### config.mk
export PLATFORM = sky130hd
export DESIGN_NAME = vector_issue_pipe_flat
export DESIGN_NICKNAME = d
export VERILOG_FILES = /design/src/rtl/asivp_pkg.sv /design/src/rtl/vector_issue_pipe_if.sv /design/src/rtl/vector_hazard_unit.sv /design/src/rtl/vector_issue_pipe.sv /design/src/flat_wrapper.sv
export SDC_FILE = /design/constraint.sdc
export NUM_CORES = 1
export LEC_CHECK = 0
export ABC_AREA = 1
export CORE_MARGIN = 2
export CORE_UTILIZATION = 49
export CTS_CLUSTER_SIZE = 12
export DETAILED_ROUTE_END_ITERATION = 8
export PLACE_DENSITY = 0.86
export RECOVER_POWER = 50
export SLEW_MARGIN = 0
export SYNTH_ARGS = -nofsm -noshare
export SYNTH_HDL_FRONTEND = slang
export SYNTH_HIERARCHICAL = 1
export SYNTH_SLANG_ARGS = --single-unit
### constraint.sdc
create_clock -name clk -period 3.1 [get_ports clk]
set_clock_uncertainty 0.15 [all_clocks]
set_input_delay 0.93 -clock clk [delete_from_list [all_inputs] [get_ports clk]]
set_output_delay 0.93 -clock clk [all_outputs]
set_load 0.05 [all_outputs]
### src/rtl/asivp_pkg.sv
// asivp_pkg: shared geometry, stage record and constants for the vector issue pipe
// Ports: none (package)
// The lane geometry here sets the payload and register-index widths used by
// the interface, the pipe and the hazard unit.
package asivp_pkg;
    localparam int LANES      = 4;
    localparam int LANE_W     = 8;
    localparam int REG_ADDR_W = 4;
    localparam int PAYLOAD_W  = LANES * LANE_W;
    localparam logic [REG_ADDR_W-1:0] VREG_ZERO = '0;
    typedef struct packed {
        logic                  valid;
        logic                  we;
        logic [REG_ADDR_W-1:0] rd;
        logic [PAYLOAD_W-1:0]  payload;
    } vip_stage_t;
endpackage

### src/rtl/vector_issue_pipe_if.sv
// vector_issue_pipe_if: decode-side handshake, branch flush and writeback-boundary bus
// Ports (signals):
//   if_valid/if_ready        decode offer / issue accept
//   if_rs1/if_rs2/if_rd/if_we/if_payload  decoded instruction
//   br_taken                 branch resolved taken at the last stage
//   out_valid/out_rd/out_we/out_payload   last-stage contents
//   stall_cnt                saturating count of cycles offered but not accepted
// Modports: master (decode/writeback side), slave (the pipe).
interface vector_issue_pipe_if #(
    parameter int CNT_W = 16
);
    import asivp_pkg::*;
    logic                  if_valid;
    logic                  if_ready;
    logic [REG_ADDR_W-1:0] if_rs1;
    logic [REG_ADDR_W-1:0] if_rs2;
    logic [REG_ADDR_W-1:0] if_rd;
    logic                  if_we;
    logic [PAYLOAD_W-1:0]  if_payload;
    logic                  br_taken;
    logic                  out_valid;
    logic [REG_ADDR_W-1:0] out_rd;
    logic                  out_we;
    logic [PAYLOAD_W-1:0]  out_payload;
    logic [CNT_W-1:0]      stall_cnt;
    modport master (
        output if_valid, if_rs1, if_rs2, if_rd, if_we, if_payload, br_taken,
        input  if_ready, out_valid, out_rd, out_we, out_payload, stall_cnt
    );
    modport slave (
        input  if_valid, if_rs1, if_rs2, if_rd, if_we, if_payload, br_taken,
        output if_ready, out_valid, out_rd, out_we, out_payload, stall_cnt
    );
endinterface

### src/rtl/vector_hazard_unit.sv
// vector_hazard_unit: RAW comparator of the incoming sources against in-flight writers
// Ports:
//   req_valid  in  decode offers an instruction
//   rs1, rs2   in  incoming source registers
//   wr_live    in  per checked stage: valid && we
//   wr_rd      in  per checked stage: destination register
//   hazard     out some live writer targets rs1 or rs2 (register 0 never counts)
module vector_hazard_unit
    import asivp_pkg::*;
#(
    parameter int N = 3
) (
    input  logic                           req_valid,
    input  logic [REG_ADDR_W-1:0]          rs1,
    input  logic [REG_ADDR_W-1:0]          rs2,
    input  logic [N-1:0]                   wr_live,
    input  logic [N-1:0][REG_ADDR_W-1:0]   wr_rd,
    output logic                           hazard
);
    always_comb begin
        hazard = 1'b0;
        for (int k = 0; k < N; k++)
            hazard = hazard || (wr_live[k] && wr_rd[k] != VREG_ZERO &&
                                (wr_rd[k] == rs1 || wr_rd[k] == rs2));
        hazard = hazard && req_valid;
    end
endmodule

### src/rtl/vector_issue_pipe.sv
// vector_issue_pipe: in-order issue with RAW interlock, branch flush and a DEPTH-stage chain
// Ports:
//   clk    in  clock, rising edge
//   rst_n  in  asynchronous active-low reset
//   bus    vector_issue_pipe_if.slave (decode handshake, br_taken, last-stage outputs, stall_cnt)
// Parameters: DEPTH (>=2) stages after issue, CNT_W stall counter width
//   (must match the interface's CNT_W).
// Configuration macro: VIP_WB_BYPASS_EN -- when defined the register file is
//   write-first, so the last stage is left out of the hazard check.
module vector_issue_pipe
    import asivp_pkg::*;
#(
    parameter int DEPTH = 3,
    parameter int CNT_W = 16
) (
    input  logic               clk,
    input  logic               rst_n,
    vector_issue_pipe_if.slave bus
);
`ifdef VIP_WB_BYPASS_EN
    localparam int HZ_N = DEPTH - 1;
`else
    localparam int HZ_N = DEPTH;
`endif
    vip_stage_t                      st_q [DEPTH];
    vip_stage_t                      st_d [DEPTH];
    logic [CNT_W-1:0]                stall_cnt_q, stall_cnt_d;
    logic [HZ_N-1:0]                 wr_live;
    logic [HZ_N-1:0][REG_ADDR_W-1:0] wr_rd;
    logic                            hazard, flush, accept;
    for (genvar i = 0; i < HZ_N; i++) begin : g_hz
        assign wr_live[i] = st_q[i].valid && st_q[i].we;
        assign wr_rd[i]   = st_q[i].rd;
    end
    vector_hazard_unit #(.N(HZ_N)) u_hz (
        .req_valid (bus.if_valid),
        .rs1       (bus.if_rs1),
        .rs2       (bus.if_rs2),
        .wr_live   (wr_live),
        .wr_rd     (wr_rd),
        .hazard    (hazard)
    );
    // br_taken blocks issue even when it is ignored for lack of a live last stage
    assign bus.if_ready = rst_n && !hazard && !bus.br_taken;
    always_comb begin
        flush  = bus.br_taken && st_q[DEPTH-1].valid;
        accept = bus.if_valid && bus.if_ready;
        st_d[0] = accept ? '{valid: 1'b1, we: bus.if_we, rd: bus.if_rd, payload: bus.if_payload} : '0;
        // a flush kills everything younger than the retiring last stage
        for (int k = 1; k < DEPTH; k++) begin
            st_d[k]       = st_q[k-1];
            st_d[k].valid = st_q[k-1].valid && !flush;
            st_d[k].we    = st_q[k-1].we && !flush;
        end
        stall_cnt_d = stall_cnt_q + CNT_W'(bus.if_valid && !bus.if_ready && stall_cnt_q != '1);
    end
    always_ff @(posedge clk or negedge rst_n) begin
        if (!rst_n) begin
            for (int k = 0; k < DEPTH; k++) st_q[k] <= '0;
            stall_cnt_q <= '0;
        end else begin
            st_q        <= st_d;
            stall_cnt_q <= stall_cnt_d;
        end
    end
    assign bus.out_valid   = st_q[DEPTH-1].valid;
    assign bus.out_we      = st_q[DEPTH-1].we;
    assign bus.out_rd      = st_q[DEPTH-1].rd;
    assign bus.out_payload = st_q[DEPTH-1].payload;
    assign bus.stall_cnt   = stall_cnt_q;
endmodule

### src/flat_wrapper.sv
// flat-port wrapper written by rule: the top's interface ports become plain ports
module vector_issue_pipe_flat import asivp_pkg::*;
#(
    parameter int DEPTH = 3,
    parameter int CNT_W = 16
)
  (clk, rst_n, bus_if_valid, bus_if_rs1, bus_if_rs2, bus_if_rd, bus_if_we, bus_if_payload, bus_br_taken, bus_if_ready, bus_out_valid, bus_out_rd, bus_out_we, bus_out_payload, bus_stall_cnt);
  vector_issue_pipe_if #(.CNT_W(CNT_W)) bus_i ();
  input  logic clk;
  input  logic rst_n;
  input wire logic [$bits(bus_i.if_valid)-1:0] bus_if_valid;
  input wire logic [$bits(bus_i.if_rs1)-1:0] bus_if_rs1;
  input wire logic [$bits(bus_i.if_rs2)-1:0] bus_if_rs2;
  input wire logic [$bits(bus_i.if_rd)-1:0] bus_if_rd;
  input wire logic [$bits(bus_i.if_we)-1:0] bus_if_we;
  input wire logic [$bits(bus_i.if_payload)-1:0] bus_if_payload;
  input wire logic [$bits(bus_i.br_taken)-1:0] bus_br_taken;
  output wire logic [$bits(bus_i.if_ready)-1:0] bus_if_ready;
  output wire logic [$bits(bus_i.out_valid)-1:0] bus_out_valid;
  output wire logic [$bits(bus_i.out_rd)-1:0] bus_out_rd;
  output wire logic [$bits(bus_i.out_we)-1:0] bus_out_we;
  output wire logic [$bits(bus_i.out_payload)-1:0] bus_out_payload;
  output wire logic [$bits(bus_i.stall_cnt)-1:0] bus_stall_cnt;
  assign bus_i.if_valid = bus_if_valid;
  assign bus_i.if_rs1 = bus_if_rs1;
  assign bus_i.if_rs2 = bus_if_rs2;
  assign bus_i.if_rd = bus_if_rd;
  assign bus_i.if_we = bus_if_we;
  assign bus_i.if_payload = bus_if_payload;
  assign bus_i.br_taken = bus_br_taken;
  assign bus_if_ready = bus_i.if_ready;
  assign bus_out_valid = bus_i.out_valid;
  assign bus_out_rd = bus_i.out_rd;
  assign bus_out_we = bus_i.out_we;
  assign bus_out_payload = bus_i.out_payload;
  assign bus_stall_cnt = bus_i.stall_cnt;
  vector_issue_pipe #(.DEPTH(DEPTH), .CNT_W(CNT_W)) u_core (.clk(clk), .rst_n(rst_n), .bus(bus_i));
endmodule
* Yosys cells after proc, flatten, opt, wreduce, memory -nomap -nowiden
Cells that the tools add are included.
Operators by class: muxes and demuxes 1, reduce and logical (&&, ||, !) cells 32, equal/unequal tests 7, add/sub/neg operators 1
Operators by type and width (count):
- 38-bit 2-to-1 mux | 1
- 4-bit equality test | 6
- 1-bit logical AND | 20
- 16-bit by 1-bit adder with 16-bit output | 1
- 16-bit inequality test (second input constant) | 1
- 4-bit nonzero test | 3
- 1-bit logical OR | 5
- 1-bit zero test | 4
Word-level totals: input port bits 49, output and inout bits 55, register bits 130, word-level logic and storage cells 54

* Longest topological paths before layout
word-level depth 13, depth in mapped cells 22, mapped depth without buffers 22

* Modules after synthesis
The synthesis kept the hierarchy.
Modules (own cells, without submodules):
- vector_issue_pipe | area each 4377.9 µm², cells an instance 344, times used 1, seq. area each 3253.1 µm²
- vector_hazard_unit | area each 488.0 µm², cells an instance 123, times used 1, seq. area each 0.0 µm²

* Worst setup path after synthesis
No wires, ideal clock.
path type input to register, start in bus_if_rs2[0], end reg u_core.stall_cnt_q[10], in the netlist u_core/bus.stall_cnt[10], stages 20, arrival time 2.512 ns, required time 2.827 ns, path buffers 0, setup slack 0.315 ns, setup time 0.123 ns, path through inv_2 > nand2_1 > nand2_1 > nor2_1 > nand2_1 > nand2_1 > nand2_1 > nand3_1 > nand2_1 > inv_1 > inv_1 > nand3_2 > nand2_1 > nor2_1 > ha_1 > ha_1 > nand3_1 > nor2_1 > nand2_1 > xor2_1
Between the ends: word-level cells in the longest chain between the ends 13
Ends and longest elaborated chain:
- from (decl) | RTL line flat_wrapper.sv:13 | input wire logic [$bits(bus_i.if_rs2)-1:0] bus_if_rs2;
- 4-bit equality test | RTL line vector_hazard_unit.sv:24 | (wr_rd[k] == rs1 || wr_rd[k] == rs2));
- 1-bit logical OR | RTL line vector_hazard_unit.sv:24
- 1-bit logical AND | RTL line vector_hazard_unit.sv:23 | hazard = hazard || (wr_live[k] && wr_rd[k] != VREG_ZERO &&
- 1-bit logical OR | RTL line vector_hazard_unit.sv:23
- 1-bit logical OR * | RTL line vector_hazard_unit.sv:23
- 1-bit logical AND * | RTL line vector_hazard_unit.sv:25 | hazard = hazard && req_valid;
- named net u_core.hazard | RTL line vector_issue_pipe.sv:30 | logic hazard, flush, accept;
- 1-bit zero test * | RTL line vector_issue_pipe.sv:44 | assign bus.if_ready = rst_n && !hazard && !bus.br_taken;
- 1-bit logical AND * (2 in series) | RTL line vector_issue_pipe.sv:44
- 1-bit zero test * | RTL line vector_issue_pipe.sv:55 | stall_cnt_d = stall_cnt_q + CNT_W'(bus.if_valid && !bus.if_ready && stall_cnt_q != '1);
- 1-bit logical AND * (2 in series) | RTL line vector_issue_pipe.sv:55
- 16-bit by 1-bit adder with 16-bit output * | RTL line vector_issue_pipe.sv:55
- named net u_core.stall_cnt_d[10] | RTL line vector_issue_pipe.sv:27 | logic [CNT_W-1:0] stall_cnt_q, stall_cnt_d;
- to (signal assigned) | RTL line vector_issue_pipe.sv:63 | stall_cnt_q <= stall_cnt_d;
- to (decl) | RTL line vector_issue_pipe.sv:27
Mark *: on every way through the listed nets, which the timed path passes. The rest lies on a longest branch.

* Worst setup path after layout
start in bus_if_rs2[2], end out bus_if_ready
Between the ends: word-level cells in the longest chain between the ends 9
Ends and longest elaborated chain:
- 4-bit equality test | RTL line vector_hazard_unit.sv:24
- 1-bit logical OR | RTL line vector_hazard_unit.sv:24
- 1-bit logical AND | RTL line vector_hazard_unit.sv:23
- 1-bit logical OR | RTL line vector_hazard_unit.sv:23
- 1-bit logical OR * | RTL line vector_hazard_unit.sv:23
- 1-bit logical AND * | RTL line vector_hazard_unit.sv:25
- named net u_core.hazard | RTL line vector_issue_pipe.sv:30
- 1-bit zero test * | RTL line vector_issue_pipe.sv:44
- 1-bit logical AND * (2 in series) | RTL line vector_issue_pipe.sv:44
- to (decl) | RTL line flat_wrapper.sv:18 | output wire logic [$bits(bus_i.if_ready)-1:0] bus_if_ready;
Marks and branches as above.

==> metrics <==
FP Rows=36; Worst Setup End Kind=output pin; post-layout total power=between 4000 and 5000 uW; library cells used by synthesis=21; status=finished with violations; die area=0.0107 mm^2; crit-path cells=buf_6, xor2_1, nor2_1, nand2_1, nand2_1, nand2_2, nand3_2, nand2_1, inv_1, inv_1, nand3_2, inv_2, buf_12; CP max stage cell=xor2_1; area of the multi-input gates=around 0.0011 mm^2; TritonCTS Buffers=17; cell count after synthesis=~470; Util after Layout=around two thirds; Power Density=between 600 and 700 mW/mm^2; Die W=between 100 and 150 um; largest net degree at the start of global routing=82; Layout Nets=~610; CP most frequent cell=nand2_1; post-synthesis sequential area ratio=around 67%; startpoint types=primary input; Final Hold Viols=0; period utilization=between 90% and 100%; max_cap viols=1; Ports=104; GP Congestion=between 0.8 and 0.9; filler instances=around 740; hold buffers post-CTS=0; worst skew pair latency=roughly 0.50 ns; Pins Over Slew Limit=slightly above 80; vias in the first global route=about 3200; Mean Syn Cell Area=~10 um^2; Root Buffer=clkbuf_8; commonest cells after routing, fill and taps aside=129 x dfrtp_1, 112 x nand2_1, 93 x clkdlybuf4s50_1, 59 x inv_1, 43 x nor2_1; Core Area=approximately 0.0097 mm^2; routed vias/inst=~4.5; syn nets=roughly 520; CTS tree=built; critical path peak fanout=4; worst slew pin tran=1.84 ns; Max Freq=0.323 GHz; hold_ws=~0.19 ns; crit path DAT=roughly 2 ns; gr usage total=between 10% and 20%; ANT nets after route=0; DRC=0; violated checks=max-capacitance violations, max-slew violations; number of synthesis warnings=6; slowest cell delay on critical path=around 0.18 ns; Register Area=0.00325 mm^2; register bit total from synthesis=between 100 and 150; leakage=roughly 0.0034 uW; Final setup viols=0; max_slew headroom=-22.9%; initial antenna violation count=0; n_diodes=0; Sink Count=130; flop2flop setup slack=about 0.47 ns; DRT Pass-1 Iters=4; initial core utilization=around 50%; RSZ-0062 raised after global routing=true; Data required, critical path=about 2.0 ns; via count=around 3200; commonest non-fill, non-tap cell in the layout=dfrtp_1; Die Y=~100 um; Detailed Place HPWL=approximately 6.4 mm; clk buf depth=2; Max rail drop VDD=around 0.55 mV; Initial DRC Count=between 150 and 200; GRT overflow=0; first-pass GRT wire length=14.7 mm; fin crit period=between 3 and 4 ns; worst hold path type=flip-flop to flip-flop; fraction of layout cells with a size suffix above 1=18.1%; Worst-path clk slew=roughly 0.060 ns; WL/cell=between 10 and 15 um; H-tree depth=4; hold path cells=0; synthesized area=0.00487 mm^2; PortBufs=about 100; worst reg-to-reg path cell count=20; critical path class=primary input to output pin; Area Growth Syn to Fin=34.2%; WL final=a little over 9 mm
-- timing repair --
action / 4_1_cts / 5_1_grt
endpoints found under the setup margin: 4 / 1
hold endpoints to repair: 0 / 0
pin swaps: 21 / 21
gates resized for setup: 46 / 22
buffers inserted: 1 / 3
-- synthesized netlist by cell type --
| master | instances | area (um^2) |
|---|---|---|
| nand2_2 | 2 | 12.5 |
| nand3b_1 | 1 | 7.51 |
| dfrtp_1 | 130 | 3250 |
| nand3_1 | 9 | 45.0 |
| buf_6 | 3 | 33.8 |
| ha_1 | 3 | 37.5 |
| o21a_1 | 1 | 7.51 |
| o21a_2 | 2 | 17.5 |
| xor2_1 | 6 | 52.6 |
| a21boi_0 | 4 | 30.0 |
| buf_2 | 1 | 5.00 |
| nor2_1 | 46 | 173 |
| o21ai_0 | 2 | 10.0 |
| xnor2_1 | 3 | 26.3 |
| inv_2 | 10 | 37.5 |
| nand4_1 | 3 | 18.8 |
| nor2_2 | 21 | 131 |
| nand2_1 | 119 | 447 |
| inv_1 | 64 | 240 |
| nand3_2 | 1 | 10.0 |
| buf_4 | 36 | 270 |
-- stage by stage --
| step | worst slack, ns | cells | setup TNS (ns) | cell area [um^2] |
|---|---|---|---|---|
| 2_1_floorplan | 0.315 | 467 | 0 | 4870 |
| 3_3_place_gp | -0.490 | 672 | -5.50 | 5850 |
| 3_5_place_dp | -0.613 | 672 | -7.43 | 5850 |
| 4_1_cts | 0.000659 | 705 | 0 | 6470 |
| 5_1_grt | -0.0690 | 708 | -0.0690 | 6530 |
| 6_report | 0.00834 | 708 | 0 | 6530 |
-- routing by layer --
layer  GRT usage [%]  up-vias  wire length, um
met5               0        -                0
met3            5.60       14              395
met2            31.4       91             4860
met1            20.1     1532             3630
met4            7.63        0              180
li1                -     1526                -
-- power breakdown --
group	internal (uW)	leakage (uW)	switching (uW)	total (uW)
sequential	1780	0.00177	76.4	1850
clock	1330	0.000297	699	2030
combinational	212	0.00132	353	565
total	3320	0.00339	1130	4450
-- final cells by class --
type	instances	area share, %
sequential	130	49.8
inverter	74	4.41
timing repair buffer	116	17.6
clock inverter	11	2.70
tap	133	2.55
clock buffer	21	6.73
multi-input combinational	223	16.2
-- kinds of logic after synthesis --
group / Yosys count / synth area share (%)
simple gates: 202 / 17.4
flops: 130 / 66.9
buf+inv: 114 / 12.1
compound gates: 9 / 1.34
xor+xnor: 9 / 1.62
fa+ha+maj: 3 / 0.771
-- path summary, 6_finish.rpt --
path / from / end
min in group asynchronous: rst_n / u_core/st_d[38]
min: u_core/st_d[67] / u_core/st_d[29]
max in group asynchronous: rst_n / u_core/st_d[32]
max: bus_if_rs2[2] / bus_if_ready
min reg2reg: u_core/st_d[67] / u_core/st_d[29]
max reg2reg: u_core/st_d[70] / u_core/bus.stall_cnt[10]
-- registers in the layout, indices dropped and copies added, names as in the netlist --
| register | count |
|---|---|
| u_core/bus.out_payload | 32 |
| u_core/bus.out_valid | 1 |
| u_core/st_q | 4 |
| u_core/bus.out_rd | 4 |
| u_core/st_d | 72 |
| u_core/bus.out_we | 1 |
| u_core/bus.stall_cnt | 16 |
-- worst max-delay path, delay by kind of cell --
family,cells,cell delay (ns)
xor gates and xnor gates,1,0.18
buffers and inverters,5,0.42
and+or+nand+nor,7,0.49
Note: power is estimated with default switching activity, not from simulation.
